## src/rtl/mips_pkg.sv

```systemverilog
// Shared definitions for the instruction loader: state encoding, word geometry
// and the end-of-program marker.
package mips_pkg;

  localparam int LEN            = 32;
  localparam int BYTES_PER_WORD = LEN / 8;
  localparam logic [LEN-1:0] HALT_WORD = 32'hFFFF_FFFF;

  typedef enum logic [2:0] {
    LD_IDLE    = 3'd0,
    LD_RECEIVE = 3'd1,
    LD_WRITE   = 3'd2,
    LD_DONE    = 3'd3,
    LD_ERROR   = 3'd4
  } loader_state_t;

  // A new load session may only begin from a resting state.
  function automatic logic start_allowed(input loader_state_t st);
    return (st == LD_IDLE) || (st == LD_DONE) || (st == LD_ERROR);
  endfunction

endpackage

```

## src/rtl/instruction_loader_byte_packer.sv

```systemverilog
// Packs received bytes MSB-first into an instruction word; word_ready flags the
// strobe that completes a word, with the completed word presented the same cycle.
module byte_packer #(
  parameter int len = 32
) (
  input  logic           clk,
  input  logic           reset,
  input  logic           clear,
  input  logic [7:0]     in_rx_data,
  input  logic           in_rx_done,
  output logic [len-1:0] word,
  output logic           word_ready
);

  localparam int NBYTES = len / 8;
  localparam int CNT_W  = $clog2(NBYTES);
  localparam logic [CNT_W-1:0] LAST_BYTE = CNT_W'(NBYTES - 1);

  // Only the lower len-8 bits need storing; the oldest byte shifts out on completion.
  logic [len-9:0]   shift_q;
  logic [CNT_W-1:0] cnt_q;

  assign word       = {shift_q, in_rx_data};
  assign word_ready = in_rx_done && (cnt_q == LAST_BYTE);

  always_ff @(posedge clk) begin
    if (reset || clear) begin
      shift_q <= '0;
      cnt_q   <= '0;
    end else if (in_rx_done) begin
      shift_q <= word[len-9:0];
      cnt_q   <= word_ready ? '0 : cnt_q + 1'b1;
    end
  end

endmodule

```

## src/rtl/instruction_loader.sv

```systemverilog
// Loads a program from the UART byte stream into instruction memory, holding
// the CPU in reset until the HALT word has been written.
//
// state   | meaning
// IDLE    | after reset, waiting for in_start
// RECEIVE | collecting bytes of the next word
// WRITE   | single-cycle memory write of the packed word
// DONE    | HALT written, CPU released
// ERROR   | memory filled before HALT, CPU kept in reset
module instruction_loader #(
  parameter int              len       = 32,
  parameter int              ADDR_W    = 10,
  parameter logic [len-1:0]  HALT_WORD = mips_pkg::HALT_WORD
) (
  input  logic              clk,
  input  logic              reset,
  input  logic              in_start,
  input  logic [7:0]        in_rx_data,
  input  logic              in_rx_done,
  output logic              out_wr_en,
  output logic [ADDR_W-1:0] out_wr_addr,
  output logic [len-1:0]    out_wr_data,
  output logic              out_cpu_hold,
  output logic              out_done,
  output logic              out_overflow
);

  import mips_pkg::*;

  localparam logic [ADDR_W-1:0] LAST_ADDR = '1;

  loader_state_t  state_q;
  logic           pk_clear;
  logic           pk_rx_done;
  logic [len-1:0] pk_word;
  logic           pk_word_ready;

  // Bytes are taken in WRITE too, so a strobe landing on the write cycle is not lost.
  assign pk_rx_done = in_rx_done && ((state_q == LD_RECEIVE) || (state_q == LD_WRITE));
  assign pk_clear   = in_start && start_allowed(state_q);

  byte_packer #(
    .len(len)
  ) u_packer (
    .clk        (clk),
    .reset      (reset),
    .clear      (pk_clear),
    .in_rx_data (in_rx_data),
    .in_rx_done (pk_rx_done),
    .word       (pk_word),
    .word_ready (pk_word_ready)
  );

  always_ff @(posedge clk) begin
    if (reset) begin
      state_q      <= LD_IDLE;
      out_wr_en    <= 1'b0;
      out_wr_addr  <= '0;
      out_wr_data  <= '0;
      out_cpu_hold <= 1'b0;
      out_done     <= 1'b0;
      out_overflow <= 1'b0;
    end else begin
      out_wr_en <= 1'b0;
      case (state_q)
        LD_IDLE, LD_DONE, LD_ERROR: begin
          if (pk_clear) begin
            state_q      <= LD_RECEIVE;
            out_wr_addr  <= '0;
            out_cpu_hold <= 1'b1;
            out_done     <= 1'b0;
            out_overflow <= 1'b0;
          end
        end
        LD_RECEIVE: begin
          if (pk_word_ready) begin
            state_q     <= LD_WRITE;
            out_wr_en   <= 1'b1;
            out_wr_data <= pk_word;
          end
        end
        LD_WRITE: begin
          if (out_wr_data == HALT_WORD) begin
            state_q      <= LD_DONE;
            out_done     <= 1'b1;
            out_cpu_hold <= 1'b0;
          end else if (out_wr_addr == LAST_ADDR) begin
            // Last slot holds a real instruction; there is nowhere left for HALT.
            state_q      <= LD_ERROR;
            out_overflow <= 1'b1;
          end else begin
            state_q     <= LD_RECEIVE;
            out_wr_addr <= out_wr_addr + 1'b1;
          end
        end
        default: begin
          state_q <= LD_IDLE;
        end
      endcase
    end
  end

endmodule

```

## config.mk

```make
export PLATFORM = sky130hd
export DESIGN_NAME = instruction_loader
export DESIGN_NICKNAME = d
export VERILOG_FILES = /design/src/rtl/mips_pkg.sv /design/src/rtl/instruction_loader_byte_packer.sv /design/src/rtl/instruction_loader.sv
export SDC_FILE = /design/constraint.sdc
export NUM_CORES = 1
export LEC_CHECK = 0
export CORE_UTILIZATION = 56
export CTS_CLUSTER_DIAMETER = 80
export DETAILED_ROUTE_END_ITERATION = 10
export DONT_BUFFER_PORTS = 1
export GPL_TIMING_DRIVEN = 0
export PLACE_DENSITY = 0.8
export SLEW_MARGIN = 10
export SYNTH_ARGS = -nofsm -noshare
export SYNTH_HDL_FRONTEND = slang
export SYNTH_SLANG_ARGS = --single-unit
```

## constraint.sdc

```tcl
create_clock -name clk -period 1.8 [get_ports clk]
set_input_delay 0.27 -clock clk [delete_from_list [all_inputs] [get_ports clk]]
set_output_delay 0.27 -clock clk [all_outputs]
set_load 0.02 [all_outputs]
```

==> Word-level counts from Yosys, hierarchy flattened <==
Index checks and enable logic that the tools add are counted.
{ "word_totals": {"out_inout_bits": 46, "reg_bits": 75, "input_bits": 12} }
{ "op_classes": {"bitwise_logic": 1, "n_reduce_logical": 16, "eq_ne": 13, "muxes": 20, "addsub": 2} }
{ "op_table": {"columns": ["operator", "count"], "rows": [
  ["32-bit == test, second input constant", 1],
  ["10-bit two-way mux", 3],
  ["10-bit one-hot mux with 2 select lines", 1],
  ["3-bit two-way mux", 4],
  ["10-bit by 1-bit adder with 10-bit output, second input constant", 1],
  ["10-bit == test, second input constant", 1],
  ["3-bit one-hot mux with 3 select lines", 1],
  ["2-bit by 1-bit inequality test with 1-bit output, second input constant", 4],
  ["4-bit AND reduction", 2],
  ["1-bit two-way mux", 7],
  ["3-bit by 2-bit == test with 1-bit output, second input constant", 2],
  ["1-bit one-hot mux with 2 select lines", 3],
  ["1-bit logical OR", 4],
  ["2-bit inequality test, second input constant", 2],
  ["2-bit AND reduction", 2],
  ["3-bit by 1-bit == test with 1-bit output, second input constant", 1],
  ["3-bit == test, second input constant", 1],
  ["1-bit logical AND", 3],
  ["3-bit logical NOT", 1],
  ["3-bit AND reduction", 1],
  ["3-bit OR reduction", 1],
  ["2-bit by 1-bit adder with 2-bit output, second input constant", 1],
  ["2-bit == test, second input constant", 1],
  ["2-bit two-way mux", 1],
  ["3 further kinds", 3]
]} }

==> Logic depth before layout (Yosys ltp) <==
{ "logic_depth": {"depth_word": 6, "depth_mapped": 8} }

==> Cells and area by module <==
From an unflattened synthesis, not the netlist that was laid out.
{ "hier_totals": {"hier_cells": 361, "hier_area_um2": 3064.2} }
{ "modules_own_cells": {"columns": ["mod", "seq_area_each_um2", "cells_each", "instances", "area_each_um2"], "rows": [
  ["instruction_loader", 980.9, 265, 1, 2053.2],
  ["byte_packer", 520.5, 96, 1, 1011.0]
]} }

==> Worst setup path after synthesis <==
OpenSTA, ideal clock, no wires.
{ "synth_timing": {"kind": "reg2reg", "startpoint": "reg out_wr_addr[0]", "endpoint": "reg out_wr_addr[3]", "t_required_ns": 1.709, "arrival_ns": 1.766, "period_less_slack_ns": 1.857, "path_buffers": 1, "setup_slack_ns": -0.057, "path_stages_with_launch": 8, "path_cell_list": "dfxtp_1 > ha_1 > and3_1 > nand3_1 > nand3_1 > buf_2 > or3_1 > a311oi_1"} }
{ "synth_via": {"elab_chain_len": 4, "elab_cells_between_ends": 7} }
{ "synth_rtl": {"columns": ["element", "line_no", "source"], "rows": [
  ["start, declared", "instruction_loader.sv:21", "output logic [ADDR_W-1:0] out_wr_addr,"],
  ["start signal, assigned", "instruction_loader.sv:93", "out_wr_addr <= out_wr_addr + 1'b1;"],
  ["10-bit by 1-bit adder with 10-bit output", "instruction_loader.sv:93", null],
  ["10-bit two-way mux", "instruction_loader.sv:87", "end else if (out_wr_addr == LAST_ADDR) begin"],
  ["10-bit two-way mux", "instruction_loader.sv:83", "if (out_wr_data == HALT_WORD) begin"],
  ["10-bit one-hot mux with 2 select lines", "instruction_loader.sv:65", "case (state_q)"]
]} }
Several ways; a longest one is shown, not always the timed one. The select of a mux whose other input is x is not followed.
A chain may end at the register's enable or synchronous reset.

==> Final worst setup path <==
{ "layout_timing": {"startpoint": "reg out_wr_data[27]", "endpoint": "reg out_wr_addr[5]"} }
{ "layout_via": {"elab_chain_len": 3} }
{ "layout_rtl": {"columns": ["element", "line_no", "source"], "rows": [
  ["start, declared", "instruction_loader.sv:22", "output logic [len-1:0] out_wr_data,"],
  ["start signal, assigned", "instruction_loader.sv:79", "out_wr_data <= pk_word;"],
  ["32-bit == test", "instruction_loader.sv:83", null],
  ["2-bit inequality test (no source line)", null, null],
  ["4-bit AND reduction (no source line)", null, null]
]} }
No other way between the ends.

==> flow_summary_export.csv <==
group,metric,value,unit
synth,synth_flop_cell,"dfxtp_1",
floorplanning,die_h,74.92,um
layout,final_common_cell,"nand2_1",
timing,finalCriticalPeriod,1.788,ns
clock_network,clkLatencyLatePin,0.36,ns
timing,clock-skew-final,0.01694,ns
routing,drt_first_pass_iters,5,
routing,postRouteAntennaNets,0,
clock_network,cts.clk_slew.worst_paths,0.08,ns
layout,final_cell_mix,"nand2_1, a21oi_1, dfxtp_1, dfxtp_2",
synth,syn_avg_cell_area,7.899,um^2
routing,wl_met1,3181,um
routing,drtIter0Drc,201,
floorplanning,std_cell_rows,26,
timing,rsz0062_at_grt,"yes",
floorplanning,die_area,5613,um^2
floorplanning,start_util,58.30,%
clock_network,cts_buffer_depth,2,
placed_design,gp_routability_congestion,0.8304,
timing,setup_violations,0,
layout,num_antenna_cells,0,
synth,ys_ff_latch,75,
power_and_ir_drop,pwr-share-comb,5.3,%
layout,fin_cells,469,
layout,layout-drive-gt1-share,22.06,%
placed_design,dp.cells,447,
clock_network,clock-root-buffer,"clkbuf_8",
setup_path,worst_ep_required_time,2.07,ns
synth,seq_area_frac_synth,50.42,%
power_and_ir_drop,p_clk_share,45.6,%
power_and_ir_drop,pwr-share-seq,49.1,%
global_routing,grt_max_degree,13,
timing,fin_crit_sh,99.33,%
global_routing,grt_overflow,0,
timing,slew_violations,0,
timing,relSlewSlack,62.16,%
global_routing,grt_pass1_wl,11300,um
setup_path,crit_arrival,2.06,ns
run,cap_violations,0,
timing,tightest_slew,0.5676,ns
clock_network,cts_htree_levels,3,
global_routing,antenna_found_initial,0,
power_and_ir_drop,p_int,0.002677,W
synth,postSynth.asyncResetShare,0,%
power_and_ir_drop,p_sw_share,21.73,%
power_and_ir_drop,p_leak,1.190,nW
global_routing,grtUsageTotal,27.08,%
synth,netlist_instances,377,
setup_path,critPathMaxFanout,7,
synth,syn_nets,391,
power_and_ir_drop,cellPowerDensity,973.0,nW/um^2
routing,highest_layer,"met4",
power_and_ir_drop,switching_power,0.0007434,W
clock_network,cts_tree,"yes",
routing,vias_per_cell,5.832,
placed_design,placed_area,3069,um^2
clock_network,cts.sinks,75,
timing,hold_violations,0,
routing,wl_met3,447,um
layout,area_growth,18.07,%
placed_design,hpwlAfterDp,4772,um
synth,ys.warnings.count,0,
routing,wl_per_cell,16.00,um
layout,layout.nets,408,
layout,postLayoutCellArea,3516,um^2
min_path,hold_path.class,"in -> reg",
floorplanning,io_pins,58,
setup_path,critPathKind,"reg -> reg",
synth,synth_edf_count,0,
setup_path,worstSetupStartpointType,"flop",
placed_design,port_buffers,0,
setup_path,end_kind,"flop",
floorplanning,core-area,5107,um^2
floorplanning,die_w,74.92,um
global_routing,grt_pass1_vias,2464,
timing,fmax,559.3,MHz
synth,ys_types,44,
routing,vias,2735,
run_status,status,"complete, no violations",
clock_network,cts_buffers,9,
routing,drc,0,
routing,wl_met2,3739,um
power_and_ir_drop,irDropWorstVdd,0.6593,mV
routing,drt-total-wl,7502,um
synth,netlist_area,2978,um^2
state kept, by name (all words and copies together) (netlist names):
register          cells
out_cpu_hold          1
out_done              1
out_wr_en             1
u_packer.cnt_q        2
state_q               3
u_packer.shift_q     24
out_overflow          1
out_wr_addr          10
out_wr_data          32
routing by layer:
metal,up-vias,global-route usage [%]
li1,1319,-
met1,1314,33.28
met2,87,44.14
met3,15,7.497
met4,0,12.79
met5,-,0
power groups by stage:
stage               combinational [W]  sequential [W]  clock, W
detailed placement           0.000158         0.00173         0
floorplan                    0.000124         0.00173         0
finish                       0.000180         0.00168   0.00156
global route                 0.000197         0.00168   0.00164
global placement             0.000156         0.00173         0
CTS                          0.000167         0.00169   0.00156
path summary, 6_finish.rpt:
path | slack [ns] | end | start | depth (start not counted)
setup / recovery | 0.01 | out_wr_addr[5] | out_wr_data[27] | 8
hold / removal | 0.04 | out_wr_data[6] | in_rx_data[6] | 2
setup reg to reg | 0.01 | out_wr_addr[5] | out_wr_data[27] | 8
hold reg to reg | 0.45 | out_wr_data[24] | u_packer.shift_q[16] | 2
final cells by class:
cell class	instances	area (um^2)
fill	420	1592
sequential	75	1559
multi-input combinational	275	1436
clock buffer	11	141.4
buffer	22	116.4
clock inverter	5	100.1
tap	70	87.58
timing repair buffer	8	63.81
inverter	3	11.26
critical path: stages, from the launching register on:
cell	delay, ns
dfxtp_4	0.39
nand4_1	0.19
nor4_4	0.38
nand2_2	0.13
nand3_2	0.12
buf_6	0.13
buf_6	0.10
o211ai_1	0.11
o2bb2ai_1	0.17
cell usage after synthesis, types with 3 or more instances:
cell	n	area, um^2
o21ai_0	6	30.03
nor2_1	11	41.29
nand3_1	7	35.03
nor3_1	3	15.01
nand2b_1	4	25.02
inv_1	3	11.26
nor4_1	4	25.02
a21oi_1	65	325.3
nand2_1	125	469.2
nand4_1	10	62.56
buf_2	4	20.02
dfxtp_1	75	1501
clkbuf_1	17	63.81
and3_1	4	25.02
repair_timing:
action / in CTS / in global routing
buffers inserted: 3 / 5
cloned: 0 / 0
setup endpoints to repair: 22 / 56
pin swaps: 3 / 10
hold buffers: 0 / 0
resized for setup: 41 / 33
cells by family (layout without fill, tap and decap cells):
group / count (synthesis) / in the layout / share of synthesized area, %
XOR/XNOR: 1 / 1 / 0.2942
AO/OA/AOI/OAI: 84 / 84 / 15.42
flip-flops: 75 / 75 / 50.42
AND/OR/NAND/NOR: 188 / 188 / 29.08
buffers and inverters: 27 / 49 / 3.949
adder cells (fa/ha/maj): 2 / 2 / 0.8402
stage by stage:
| step | power, W | utilization [%] | hold WS, ns | setup TNS, ns | setup WS, ns |
|---|---|---|---|---|---|
| 2_1_floorplan | 0.001850 | - | 0.4060 | 0 | 0.009375 |
| 3_3_place_gp | 0.001884 | 60.09 | 0.4104 | -2.546 | -0.4309 |
| 3_5_place_dp | 0.001887 | 60.09 | 0.4164 | -2.860 | -0.4271 |
| 4_1_cts | 0.003415 | 66.78 | 0.03774 | 0 | 0.008276 |
| 5_1_grt | 0.003518 | 68.84 | 0.04053 | -0.3285 | -0.1209 |
| 6_report | 0.003421 | 68.84 | 0.03964 | 0 | 0.01202 |
No activity file was read; power rests on OpenSTA's default activity.
